$ cat src/rtl/writer.sv
// Block writer: buffers {address, block} requests in a small FIFO and streams
// each block out as consecutive 16-bit Avalon-MM writes, most significant halfword first.
module writer #(
  parameter int unsigned NDWORDS   = 1,
  parameter int unsigned FIFODEPTH = 4
) (
  input  logic                    clk,
  input  logic                    reset,
  input  logic [31:0]             baseaddr,
  input  logic [31:0]             index,
  input  logic                    write,
  input  logic [32*NDWORDS-1:0]   data,
  output logic                    oready,
  output logic                    busy,
  output logic                    avm_m0_write,
  output logic [31:0]             avm_m0_address,
  output logic [15:0]             avm_m0_writedata,
  output logic [1:0]              avm_m0_byteenable,
  input  logic                    avm_m0_waitrequest
);

  localparam int unsigned BLOCKSZ   = 32 * NDWORDS;
  localparam int unsigned NHALF     = 2 * NDWORDS;
  localparam int unsigned BLK_BYTES = 4 * NDWORDS;
  localparam int unsigned KW        = $clog2(NHALF);
  localparam int unsigned PW        = $clog2(FIFODEPTH);
  localparam int unsigned CW        = PW + 1;

  localparam logic [0:0] IDLE = 1'b0;
  localparam logic [0:0] XFER = 1'b1;

  logic [0:0]         state_q, state_d;
  logic [KW-1:0]      k_q, k_d;
  logic               write_q, write_d;
  logic [31:0]        addr_q, addr_d;
  logic [15:0]        wdata_q, wdata_d;
  logic               oready_q, oready_d;
  logic               busy_q, busy_d;
  logic [CW-1:0]      count_q, count_d;
  logic [PW-1:0]      rd_q, rd_d;
  logic [PW-1:0]      wr_q, wr_d;

  logic [31:0]        mem_addr_q [FIFODEPTH];
  logic [BLOCKSZ-1:0] mem_data_q [FIFODEPTH];

  logic               push_c;
  logic               pop_c;
  logic               launch_c;
  logic [31:0]        blk_addr_c;
  logic [CW-1:0]      stored_c;
  logic [31:0]        head_addr_c;
  logic [BLOCKSZ-1:0] head_data_c;

  // Halfword k of a block, counted from the most significant end.
  function automatic logic [15:0] hword(input logic [BLOCKSZ-1:0] d, input logic [KW-1:0] k);
    hword = 16'(d >> (32'(BLOCKSZ - 16) - 32'(k) * 32'd16));
  endfunction

  always_comb begin
    push_c      = write & oready_q;
    blk_addr_c  = baseaddr + index * 32'(BLK_BYTES);
    pop_c       = (state_q == XFER) && !avm_m0_waitrequest && (k_q == KW'(NHALF - 1));
    count_d     = count_q + CW'(push_c) - CW'(pop_c);
    stored_c    = count_q - CW'(pop_c);
    wr_d        = wr_q + PW'(push_c);
    rd_d        = rd_q + PW'(pop_c);
    // Next block comes from the FIFO, or straight from the request being pushed now.
    head_addr_c = blk_addr_c;
    head_data_c = data;
    if (stored_c != '0) begin
      head_addr_c = mem_addr_q[rd_d];
      head_data_c = mem_data_q[rd_d];
    end
    launch_c    = ((state_q == IDLE) || pop_c) && (count_d != '0);

    state_d = state_q;
    k_d     = k_q;
    write_d = write_q;
    addr_d  = addr_q;
    wdata_d = wdata_q;
    if (launch_c) begin
      state_d = XFER;
      k_d     = '0;
      write_d = 1'b1;
      addr_d  = head_addr_c;
      wdata_d = hword(head_data_c, KW'(0));
    end else if (pop_c) begin
      state_d = IDLE;
      k_d     = '0;
      write_d = 1'b0;
    end else if ((state_q == XFER) && !avm_m0_waitrequest) begin
      k_d     = k_q + KW'(1);
      addr_d  = addr_q + 32'd2;
      wdata_d = hword(mem_data_q[rd_q], k_d);
    end

    oready_d = (count_d != CW'(FIFODEPTH));
    busy_d   = (count_d != '0) || (state_d == XFER);
  end

  // Control and output registers; synchronous active-low reset.
  always_ff @(posedge clk) begin
    if (!reset) begin
      state_q  <= IDLE;
      k_q      <= '0;
      write_q  <= 1'b0;
      addr_q   <= '0;
      wdata_q  <= '0;
      oready_q <= 1'b1;
      busy_q   <= 1'b0;
      count_q  <= '0;
      rd_q     <= '0;
      wr_q     <= '0;
    end else begin
      state_q  <= state_d;
      k_q      <= k_d;
      write_q  <= write_d;
      addr_q   <= addr_d;
      wdata_q  <= wdata_d;
      oready_q <= oready_d;
      busy_q   <= busy_d;
      count_q  <= count_d;
      rd_q     <= rd_d;
      wr_q     <= wr_d;
    end
  end

  // Request storage; validity is tracked by the pointers alone.
  always_ff @(posedge clk) begin
    if (reset && push_c) begin
      mem_addr_q[wr_q] <= blk_addr_c;
      mem_data_q[wr_q] <= data;
    end
  end

  assign oready            = oready_q;
  assign busy              = busy_q;
  assign avm_m0_write      = write_q;
  assign avm_m0_address    = addr_q;
  assign avm_m0_writedata  = wdata_q;
  assign avm_m0_byteenable = 2'b11;

endmodule

$ cat config.mk
export PLATFORM = sky130hd
export DESIGN_NAME = writer
export DESIGN_NICKNAME = d
export VERILOG_FILES = /design/src/rtl/writer.sv
export SDC_FILE = /design/constraint.sdc
export NUM_CORES = 1
export LEC_CHECK = 0
export CAP_MARGIN = 0
export CORE_MARGIN = 3
export CORE_UTILIZATION = 57
export CTS_CLUSTER_SIZE = 25
export DETAILED_ROUTE_END_ITERATION = 8
export PLACE_DENSITY_LB_ADDON = 0.2
export SYNTH_ARGS = -nofsm -noshare
export SYNTH_HDL_FRONTEND = slang
export SYNTH_SLANG_ARGS = --single-unit
export TNS_END_PERCENT = 5
$ cat constraint.sdc
create_clock -name clk -period 7.37 [get_ports clk]
set_input_delay 0.737 -clock clk [delete_from_list [all_inputs] [get_ports clk]]
set_output_delay 0.737 -clock clk [all_outputs]
set_load 0.05 [all_outputs]
== Yosys cells after proc, flatten, opt, wreduce, memory -nomap -nowiden ==
Memory sizes are Yosys's and may differ from the RTL's. A register that Yosys moved wholly into a read port is not among the register bits.
Index checks and enable logic that the tools add are counted.
W data, S select, Z words.

* $add $sub $neg: 9
* Equal/unequal tests: 2
* Shift-type cells: 1
* Muxes and demuxes: 15
* Bitwise operators: 3
* Reductions and logical operators: 13

{| class="wikitable"
|+ Operators by type and width
! operator !! number
|-
| $mux W32 || 5
|-
| $mux W16 || 3
|-
| $add A32 B2 Y32 const B || 1
|-
| $add A32 B32 Y32 || 1
|-
| $shr A32 B32 Y16 || 1
|-
| $mux W1 || 6
|-
| $reduce_bool A3 Y1 || 2
|-
| $sub A3 B1 Y3 || 2
|-
| $sub A5 B5 Y6 const A || 1
|-
| $add A2 B1 Y2 || 2
|-
| $logic_and A1 B1 Y1 || 4
|-
| $reduce_bool A2 Y1 || 2
|-
| $add A3 B1 Y3 || 1
|-
| $ne A3 B3 Y1 const B || 1
|-
| $reduce_or A3 Y1 || 1
|-
| $logic_or A1 B1 Y1 || 2
|-
| $mux W2 || 1
|-
| $ne A2 B1 Y1 const B || 1
|-
| $not A1 Y1 || 2
|-
| $reduce_and A2 Y1 || 1
|-
| $add A1 B1 Y1 const B || 1
|-
| $and A1 B1 Y1 || 1
|-
| $logic_not A1 Y1 || 1
|}

* Bits in registers: 60
* RAM bits: 256
* Bits of input ports: 100
* Output and inout port bits: 53
* Word-level logic and storage cells: 55
* Memories kept: 2

{| class="wikitable"
|+ Memory list
! name !! depth !! bits a word !! rd ports !! clocked after memory_dff !! write ports !! RTL line !! RTL
|-
| mem_addr_q || 4 || 32 || 1 || 0 || 1 || 43 || <nowiki>logic [31:0] mem_addr_q [FIFODEPTH];</nowiki>
|-
| mem_data_q || 4 || 32 || 2 || 1 || 1 || 44 || <nowiki>logic [BLOCKSZ-1:0] mem_data_q [FIFODEPTH];</nowiki>
|}

== Depth between registers and ports, before layout ==
* Depth after elaboration: 8
* Gate-level depth with buffers: 13
* Mapped depth without buffers: 13

== Worst setup path after synthesis ==
No wires, ideal clock.

* Path type: input port to flip-flop
* Start: in reset
* End: mem mem_addr_q[1][0] (enable)
* Setup time: 578 ps
* Arrival time: 6025 ps
* Data required time: 6792 ps
* Setup slack: 767 ps
* Cell stages on the path: 4
* Buffers on the path: 2
* Cells stage by stage: clkbuf_1 clkbuf_1 nand2_1 nor3b_1

* Word-level cells in the longest chain between the ends: 3

{| class="wikitable"
|+ RTL lines
! item !! RTL line !! RTL
|-
| from (decl) || 8 || <nowiki>input logic reset,</nowiki>
|-
| $logic_and A1 B1 Y1 || 130 || <nowiki>if (reset && push_c) begin</nowiki>
|-
| $mux W1 || 130 ||
|-
| $mux W1 (not written as such) || 131 || <nowiki>mem_addr_q[wr_q] <= blk_addr_c;</nowiki>
|-
| to (decl) || 43 ||
|}

No other way between the ends.

== Final worst setup path ==
* Start: in avm_m0_waitrequest
* End: reg addr_q[7], in the netlist avm_m0_address[7]

* Word-level cells in the longest chain between the ends: 8
* Elaborated cells on any way between the ends: 16
* Those cells by class: 3 x add/sub; 1 x eq/ne; 2 x mux; 9 x reduce/logical; 1 x memory

{| class="wikitable"
|+ RTL lines
! item !! RTL line !! RTL
|-
| from (decl) || 19 || <nowiki>input logic avm_m0_waitrequest</nowiki>
|-
| $logic_not A1 Y1 * || 62, 91 ||
|-
| $logic_and A1 B1 Y1 * || 62, 91 ||
|-
| $logic_and A1 B1 Y1 || 62 || <nowiki>pop_c = (state_q == XFER) && !avm_m0_waitrequest && (k_q == KW'(NHALF - 1));</nowiki>
|-
| $sub A3 B1 Y3 || 63 || <nowiki>count_d = count_q + CW'(push_c) - CW'(pop_c);</nowiki>
|-
| $reduce_bool A3 Y1 || 74 || <nowiki>launch_c = ((state_q == IDLE) || pop_c) && (count_d != '0);</nowiki>
|-
| $logic_and A1 B1 Y1 || 74 ||
|-
| $ne A2 B1 Y1 (no source line) or $reduce_bool A2 Y1 (tied branches) || -- ||
|-
| $reduce_and A2 Y1 (no source line) || -- ||
|-
| to (signal assigned) || 118 || <nowiki>addr_q <= addr_d;</nowiki>
|-
| to (decl) || 35 || <nowiki>logic [31:0] addr_q, addr_d;</nowiki>
|}

Every way passes the cells marked *; elsewhere a longest branch is shown, timed or not.
A chain may end at the register's enable or synchronous reset.

==> results.sh <==
export IMPL_p_leak_uw=0.005792
export IMPL_end_kind="register"
export IMPL_path_max_fanout=37
export IMPL_ant_nets=0
export IMPL_cts_hold_buffers_added=0
export IMPL_syn_inst=1004
export IMPL_fp_dieH_um=164.0
export IMPL_rsz0062_at_grt="false"
export IMPL_fmax_mhz=228.3
export IMPL_vias_per_cell=6.123
export IMPL_grt_ovfl_total=0
export IMPL_worstMarginPinSlew_ns=1.226
export IMPL_status="finished clean"
export IMPL_fin_crit_sh=0.5943
export IMPL_critPathArrivalTime_ns=4.78
export IMPL_period_needed_ns=4.380
export IMPL_hold_worst_slack_ns=0.4687
export IMPL_htreeDepth=1
export IMPL_io_buffers=148
export IMPL_initial_core_util=0.5818
export IMPL_grt_pass1_wl_um=50270
export IMPL_final_hold_viol_count=0
export IMPL_dr_pass1_iters=7
export IMPL_slew_headroom=0.1817
export IMPL_synth_ff_latch_count=315
export IMPL_wire_per_inst_um=21.36
export IMPL_critPathKind="input port to register"
export IMPL_diodes=0
export IMPL_synth_seq_area_share=0.6232
export IMPL_clockBufferDepth=3
export IMPL_die_w_um=164.0
export IMPL_ir_drop_v=0.0002643
export IMPL_min_path_type="register to register"
export IMPL_gp_congestion=0.8771
export IMPL_dp_hpwl_um=20280
export IMPL_track_usage=0.2408
export IMPL_tns_ns=0
export IMPL_drv_slew=0
export IMPL_yosys_warnings=0
export IMPL_async_flop_share=0
export IMPL_syn_cell_area_sq_um=14230
export IMPL_critPathRequiredTime_ns=7.77
export IMPL_first_iter_violations=864
export IMPL_coreArea_sq_um=24460
export IMPL_drive_gt1_frac=0.1284
export IMPL_synth_area_per_cell_sq_um=14.17
export IMPL_nets=1286
export IMPL_synth_main_ff_cell="edfxtp_1"
export IMPL_grt_start_max_net_pins=53
export IMPL_clkTransAtPathRegs_ns=0.06
export IMPL_cts_resized=0
export IMPL_grt_pass1_vias=9132
export IMPL_dieArea_sq_um=26900
export IMPL_max_cap_violations=0
export IMPL_clkSinkCount=315
export IMPL_postCtsSetupBuffers=0
export IMPL_layout_common_cells="256 x edfxtp_1, 148 x clkdlybuf4s50_1, 103 x nand2_1"
export IMPL_cts_buffers=31
export IMPL_wl_um=32050
export IMPL_ioPinCount=153
export IMPL_finalSetupViolations=0
export IMPL_fin_skew_ns=0.009483
export IMPL_cts_root_buf="clkbuf_16"
export IMPL_antenna_found_initial=0
export IMPL_mostFrequentLayoutCell="edfxtp_1"
export IMPL_clock_latency_ns=0.55
export IMPL_utilization=0.6948
export IMPL_synthDistinctLibCells=72
export IMPL_synth_edf_count=256
export IMPL_cp_start_kind="input port"
export IMPL_syn2layout_area_growth_pct=19.44
export IMPL_rows=57
export IMPL_drc_errors=0
export IMPL_cts_tree="done"
export IMPL_vias=9185
export IMPL_powerDensity_nw_per_um2=337.7
## per-layer routing
metal / share of wire / vias up / GRT usage
li1: - / 4212 / -
met1: 0.41 / 4542 / 0.3396
met2: 0.50 / 392 / 0.4025
met3: 0.083 / 39 / 0.03884
met4: 0.016 / 0 / 0.05037
met5: 0 / - / 0
## per-stage QoR
step | instances | total power [uW] | worst slack, ns | area, sq um
after floorplan | 1005 | 3660 | 0.7667 | 14230
after global placement | 1442 | 4217 | 2.613 | 16020
after detailed placement | 1442 | 4257 | 2.524 | 16020
after CTS | 1500 | 5760 | 3.083 | 17000
after global routing | 1500 | 6012 | 2.784 | 17000
final | 1500 | 5740 | 2.990 | 17000
## cell usage after synthesis (all sizes together), types with 12 or more instances
cell type / n / area share
nor3: 15 / 0.0053
and3: 17 / 0.0079
clkbuf: 28 / 0.012
edfxtp: 256 / 0.54
nand4: 15 / 0.0076
mux4: 64 / 0.10
and2: 15 / 0.0068
nand3: 23 / 0.0081
a21o: 12 / 0.0063
xnor2: 27 / 0.017
a21oi: 68 / 0.024
ha: 33 / 0.029
a221oi: 19 / 0.012
buf: 24 / 0.0085
o21ai: 30 / 0.011
nor2: 60 / 0.016
inv: 17 / 0.0045
nand2: 105 / 0.028
a211oi: 13 / 0.0076
dfxtp: 59 / 0.083
xor2: 19 / 0.012
## worst paths after layout
path                      start  cells after the start                end  slack (ns)
min                avm_m0_write                      2       avm_m0_write        0.47
max          avm_m0_waitrequest                     14  avm_m0_address[7]        2.99
max reg2reg             state_q                     13  avm_m0_address[7]        3.28
min reg2reg        avm_m0_write                      2       avm_m0_write        0.47
## registers in the layout, indices dropped and copies added, names as in the netlist, 2 cells and up
register and count:
mem_data_q 128, mem_addr_q 128, avm_m0_address 32, rd_q 2, avm_m0_writedata 16, count_q 3
wr_q 2
## where the power goes
part	switching [uW]	internal, uW	total, uW
logic	1260	650	1910
registers	148	2180	2320
clock network	625	881	1510
total	2030	3710	5740
## logic make-up after synthesis
family	after synthesis	share of synthesized area
DFF	315	0.6232
adders and majority gates	35	0.03183
xor gates and xnor gates	47	0.02989
other	1	0.0002635
and+or+nand+nor	274	0.09513
AOI/OAI and AO/OA	197	0.09232
buffers and inverters	69	0.02462
muxes	66	0.1028
## cell type report
class | count | area (sq um)
clock buffers | 52 | 924.6
repair buffers | 165 | 1609
clock inverters | 6 | 53.80
fillers | 1664 | 7465
inverters | 17 | 63.81
multi-input cells | 621 | 5072
well taps | 324 | 405.4
flip-flops and latches | 315 | 8869
## critical path, cell delays in order
cell             delay, ns
clkdlybuf4s50_1       0.52
nand3b_1              0.28
or2_2                 0.19
nand2_1               0.05
ha_1                  0.19
fa_1                  0.38
xnor3_1               0.38
nand2b_1              0.21
and2_1                0.16
buf_4                 0.27
nor2_2                0.99
nor2_1                0.14
o21ai_0               0.19
a311oi_1              0.07
Note: power is estimated with default switching activity, not from simulation.
==> variant 1: new RTL, same flow settings <==
The parameter `FIFODEPTH` goes from 4 to 2.
--- a/src/rtl/writer.sv
+++ b/src/rtl/writer.sv
@@ -2,7 +2,7 @@
 // each block out as consecutive 16-bit Avalon-MM writes, most significant halfword first.
 module writer #(
   parameter int unsigned NDWORDS   = 1,
-  parameter int unsigned FIFODEPTH = 4
+  parameter int unsigned FIFODEPTH = 2
 ) (
   input  logic                    clk,
   input  logic                    reset,
Check against the original RTL: not equivalent (a bounded check fails within 4 cycles, from zero or initial values and one cycle with reset low).
==> variant 1 against the original RTL <==
Sequential share of layout area decreased by 9.0 points; sequential cell count down 130; first-iteration DRC count decreased by 53%; power fell by 41%; synthesized cell count decreased by 17%; design area is 32% lower; clock power down 44%; sequential power fell by 41%; routed wire length shrank 33%; synthesized area decreased by 34%; register-to-register slack gained 0.34 ns; non-clock buffer count fell by 9; setup slack better by 0.042 ns.
==> variant 1: results (changes against the original RTL) <==
| Metric | Value |
|---|---|
| Run status | `finished clean` |
| Worst vdd ir | `0.0001830 V (-31%)` |
| Post-synth EDFFs | `128 (-50%)` |
| Post_cts resized | `0 (unchanged)` |
| Total CTS buffers | `17 (-45%)` |
| Final #Nets | `1,103 (-14%)` |
| Htree depth | `4 (+3)` |
| Longest Clk Path Bufs | `2 (-1)` |
| Detailed placement HPWL | `14.12 mm (-30%)` |
| Critical path peak fanout | `48 (+30%)` |
| CP arrival | `4.67 ns (-0.11 ns)` |
| Total Routing Usage GR | `24.59% (+0.51 points)` |
| Antenna diodes | `0 (unchanged)` |
| Number of global-route vias before repair | `6,885 (-25%)` |
| Min-delay worst type | `flip-flop to flip-flop` |
| Mean post-synth cell area | `11.15 µm² (-21%)` |
| Reg2Reg Setup Slack | `3.62 ns (+0.34 ns)` |
| Port Buffers | `148 (unchanged)` |
| Per-cell routed wire length | `18.02 µm (-16%)` |
| Initial DRC count | `406 (-53%)` |
| Switching Share | `36.96% (+1.5 points)` |
| Root Buffer | `clkbuf_16` |
| Largest net degree at the start of global routing | `59 (+11%)` |
| Via count | `7,018 (-24%)` |
| Register area share after synthesis | `53.43% (-8.9 points)` |
| Worst skew pair latency | `0.43 ns (-0.12 ns)` |
| Initial antenna violation count | `0 (unchanged)` |
| Syn. warnings | `0 (unchanged)` |
| Yosys cell types | `65 (-9.7%)` |
| Inst Count DP | `1,167 (-19%)` |
| Slew at the pin closest to its max-slew limit | `1.070 ns (-0.1565 ns)` |
| Lkg Pwr | `4.354 nW (-25%)` |
| FILL cells | `1,142 (-31%)` |
| Critical Path Slowest Stage Cell | `and2_2` |
| Dpl cell area | `11,000 µm² (-31%)` |
| Setup slack at placement | `2.668 ns (+0.1432 ns)` |
| Clock skew | `0.009259 ns (-0.0002239 ns)` |
| Max incr delay on CP | `0.84 ns (-0.15 ns)` |
| RePlAce Congestion | `0.8606 (-1.9%)` |
| Fmax | `230.5 MHz (+0.97%)` |
| Most frequent cells after synthesis | `edfxtp_1 (128), nand2_1 (96), dfxtp_1 (57)` |
| Synth top area cells | `edfxtp_1 (41%), dfxtp_1 (12%), mux2i_1 (6.0%), ha_1 (4.3%), nand2_1 (3.9%)` |
| Postcts setup bufs | `0 (unchanged)` |
| Post-synth top area share | `41.20% (-13 points)` |
| Global-route wire length before repair | `34.91 mm (-31%)` |
| Drt first pass iters | `5 (-2)` |
| Layout cells sized above 1 | `6.918% (-5.9 points)` |
| Hold Worst Slack | `0.4733 ns (+0.004533 ns)` |
| Delay-heaviest family, CP | `simple AND/OR/NAND/NOR gates` |
| Worst-path clk slew | `0.07 ns` |
| Via/cell ratio | `5.853 (-4.4%)` |
| Post-synth ARST share | `0% (unchanged)` |
-- variant 1: worst min-delay path, stage by stage (launching register included) --
cell	delay, ns
dfxtp_1	0.31
nand2_1	0.05
a21boi_0	0.07
-- variant 1: final timing paths --
kind,startpoint,to,cells past startpoint
setup / recovery,avm_m0_waitrequest,avm_m0_address[31]$_SDFFE_PN0P_,15
hold / removal,avm_m0_address[0]$_SDFFE_PN0P_,avm_m0_address[0]$_SDFFE_PN0P_,2
setup reg to reg,state_q$_SDFF_PN0_,avm_m0_address[31]$_SDFFE_PN0P_,13
hold reg to reg,avm_m0_address[0]$_SDFFE_PN0P_,avm_m0_address[0]$_SDFFE_PN0P_,2
-- variant 1: logic make-up after synthesis --
family	count (synthesis)	synth area share, %
compound gates	213	15.96
flops	185	53.43
buf+inv	62	2.695
mux	64	6.973
xor+xnor	57	5.351
simple gates	222	11.05
other cells	1	0.04019
fa+ha+maj	33	4.506
-- variant 1: metal layers --
layer / track usage (%) / vias to the layer above / routed length (µm)
met4: 8.057 / 0 / 340
met1: 30.67 / 3374 / 9126
met3: 5.814 / 24 / 1386
li1: - / 3394 / -
met5: 0 / - / 0
met2: 42.39 / 226 / 10750
-- variant 1: power groups by stage --
stage / registers, mW / clock network (mW) / logic, mW
final: 1.38 / 0.850 / 1.18
after global routing: 1.39 / 0.904 / 1.27
after CTS: 1.38 / 0.859 / 1.19
after detailed placement: 1.40 / 0 / 1.17
after global placement: 1.39 / 0 / 1.16
after floorplan: 1.67 / 0 / 0.504
-- variant 1: layout make-up --
type                    count  area, µm²  share of cell area [%]
flip-flops and latches    185       4985                   43.13
multi-input cells         591       4135                   35.78
repair buffers            156       1536                   13.29
clock buffers              21      470.5                   4.071
well taps                 216      270.3                   2.338
clock inverters            11      88.84                  0.7687
inverters                  19      71.32                  0.6171
==> variant 2: new RTL, same settings <==
Without the edit above. Reset style: asynchronous (`reset`), changed in one clocked block. Comments in the files are not updated.
--- a/src/rtl/writer.sv
+++ b/src/rtl/writer.sv
@@ -99,7 +99,7 @@
   end
 
   // Control and output registers; synchronous active-low reset.
-  always_ff @(posedge clk) begin
+  always_ff @(posedge clk or negedge reset) begin
     if (!reset) begin
       state_q  <= IDLE;
       k_q      <= '0;
Function: differs if reset is asserted again (counterexample within 4 cycles, from zero or initial values and one cycle with reset low); with reset held inactive, the same outputs for 4 cycles.
==> variant 2 against the original RTL <==
Register-to-register slack worse by 0.09 ns; global-route usage is 0.61 points lower; sequential cell count did not move; core utilization is 0.43 points higher; synthesized area grew 0.65%; first-iteration DRC count down 11%; worst hold slack worse by 0.055 ns; routed wire length is 3.2% lower; power is 25% higher; count of clock-buffer cells in the layout down 9; setup slack got worse by 0.12 ns; design area is 0.91% higher; critical path type unchanged; largest cell class unchanged.
==> variant 2: results (changes against the original RTL) <==
| Metric | Value |
|---|---|
| Run status | `finished clean` |
| Met1 wire length | `13.18 mm (+1.5%)` |
| Most frequent cells after synthesis | `edfxtp_1 (256), nand2_1 (110), mux4_2 (64)` |
| Met3 routed WL | `2.186 mm (-17%)` |
| Tot Pwr | `7.181 mW (+25%)` |
| Number of global-route vias before repair | `8,881 (-2.7%)` |
| Synth Area in XOR/XNOR | `3.092% (+0.10 points)` |
| Layout clock buffers | `43 (-17%)` |
| Reg2Reg Depth | `14 (+1)` |
| Wire length on met2 | `14.86 mm (-6.6%)` |
| FF-to-FF Start | `k_q$_DFFE_PN0P_` |
| Drt first pass iters | `5 (-2)` |
| CP arrival | `5.01 ns (+0.23 ns)` |
| Adder-cell area share of the yosys netlist | `3.162% (-0.021 points)` |
| Mean post-synth cell area | `14.53 µm² (+2.5%)` |
| Synth top area cells | `edfxtp_1 (54%), dfrtp_1 (10%), mux4_2 (10%), ha_1 (2.9%), nand2_1 (2.9%)` |
| Yosys cell types | `67 (-6.9%)` |
| Inst Count DP | `1,421 (-1.5%)` |
| Buffers outside the clock class | `162 (-1.8%)` |
| Layout cells sized above 1 | `13.36% (+0.52 points)` |
| FILL cells | `1,675 (+0.66%)` |
| Final Routed Wirelength | `31.02 mm (-3.2%)` |
| Clock network power share | `21.4% (-4.8 points)` |
| Critical Path Slowest Stage Cell | `a21oi_4` |
| Global-route wire length before repair | `48.99 mm (-2.5%)` |
| Min-delay worst type | `input port to asynchronous set/reset pin` |
| Slew at the pin closest to its max-slew limit | `1.018 ns (-0.2086 ns)` |
| Met3 Usage GRT | `3.637% (-0.25 points)` |
| Initial DRC count | `765 (-11%)` |
| Met2 Track Usage GR | `38.01% (-2.2 points)` |
| Sequential cell area share | `53.43% (+1.3 points)` |
| P&R area growth vs syn | `19.75%` |
| Die width | `164.5 µm (+0.31%)` |
| Post-synthesis compound-gate area fraction | `8.456% (-0.78 points)` |
| Setup slack at placement | `2.299 ns (-0.2250 ns)` |
| Total Routing Usage GR | `23.48% (-0.61 points)` |
| Mux contribution to synthesized area | `10.28% (about the same)` |
| Dpl cell area | `16,140 µm² (+0.77%)` |
variant 2: worst max-delay path by stage:
stage                        from                             end  cells after the start
2_1_floorplan               reset      mem_addr_q[0][0]$_DFFE_PP_                      2
3_3_place_gp   avm_m0_waitrequest  avm_m0_address[16]$_DFFE_PN0P_                     15
3_5_place_dp   avm_m0_waitrequest  avm_m0_address[16]$_DFFE_PN0P_                     15
4_1_cts        avm_m0_waitrequest  avm_m0_address[16]$_DFFE_PN0P_                     15
5_1_grt        avm_m0_waitrequest  avm_m0_address[16]$_DFFE_PN0P_                     15
6_report       avm_m0_waitrequest  avm_m0_address[16]$_DFFE_PN0P_                     15
variant 2: cells by family after synthesis:
logic type / after synthesis
adder cells (fa/ha/maj): 35
AO/OA/AOI/OAI: 184
multiplexers: 67
buffers and inverters: 63
XOR/XNOR: 49
flip-flops: 315
AND/OR/NAND/NOR: 272
other: 1
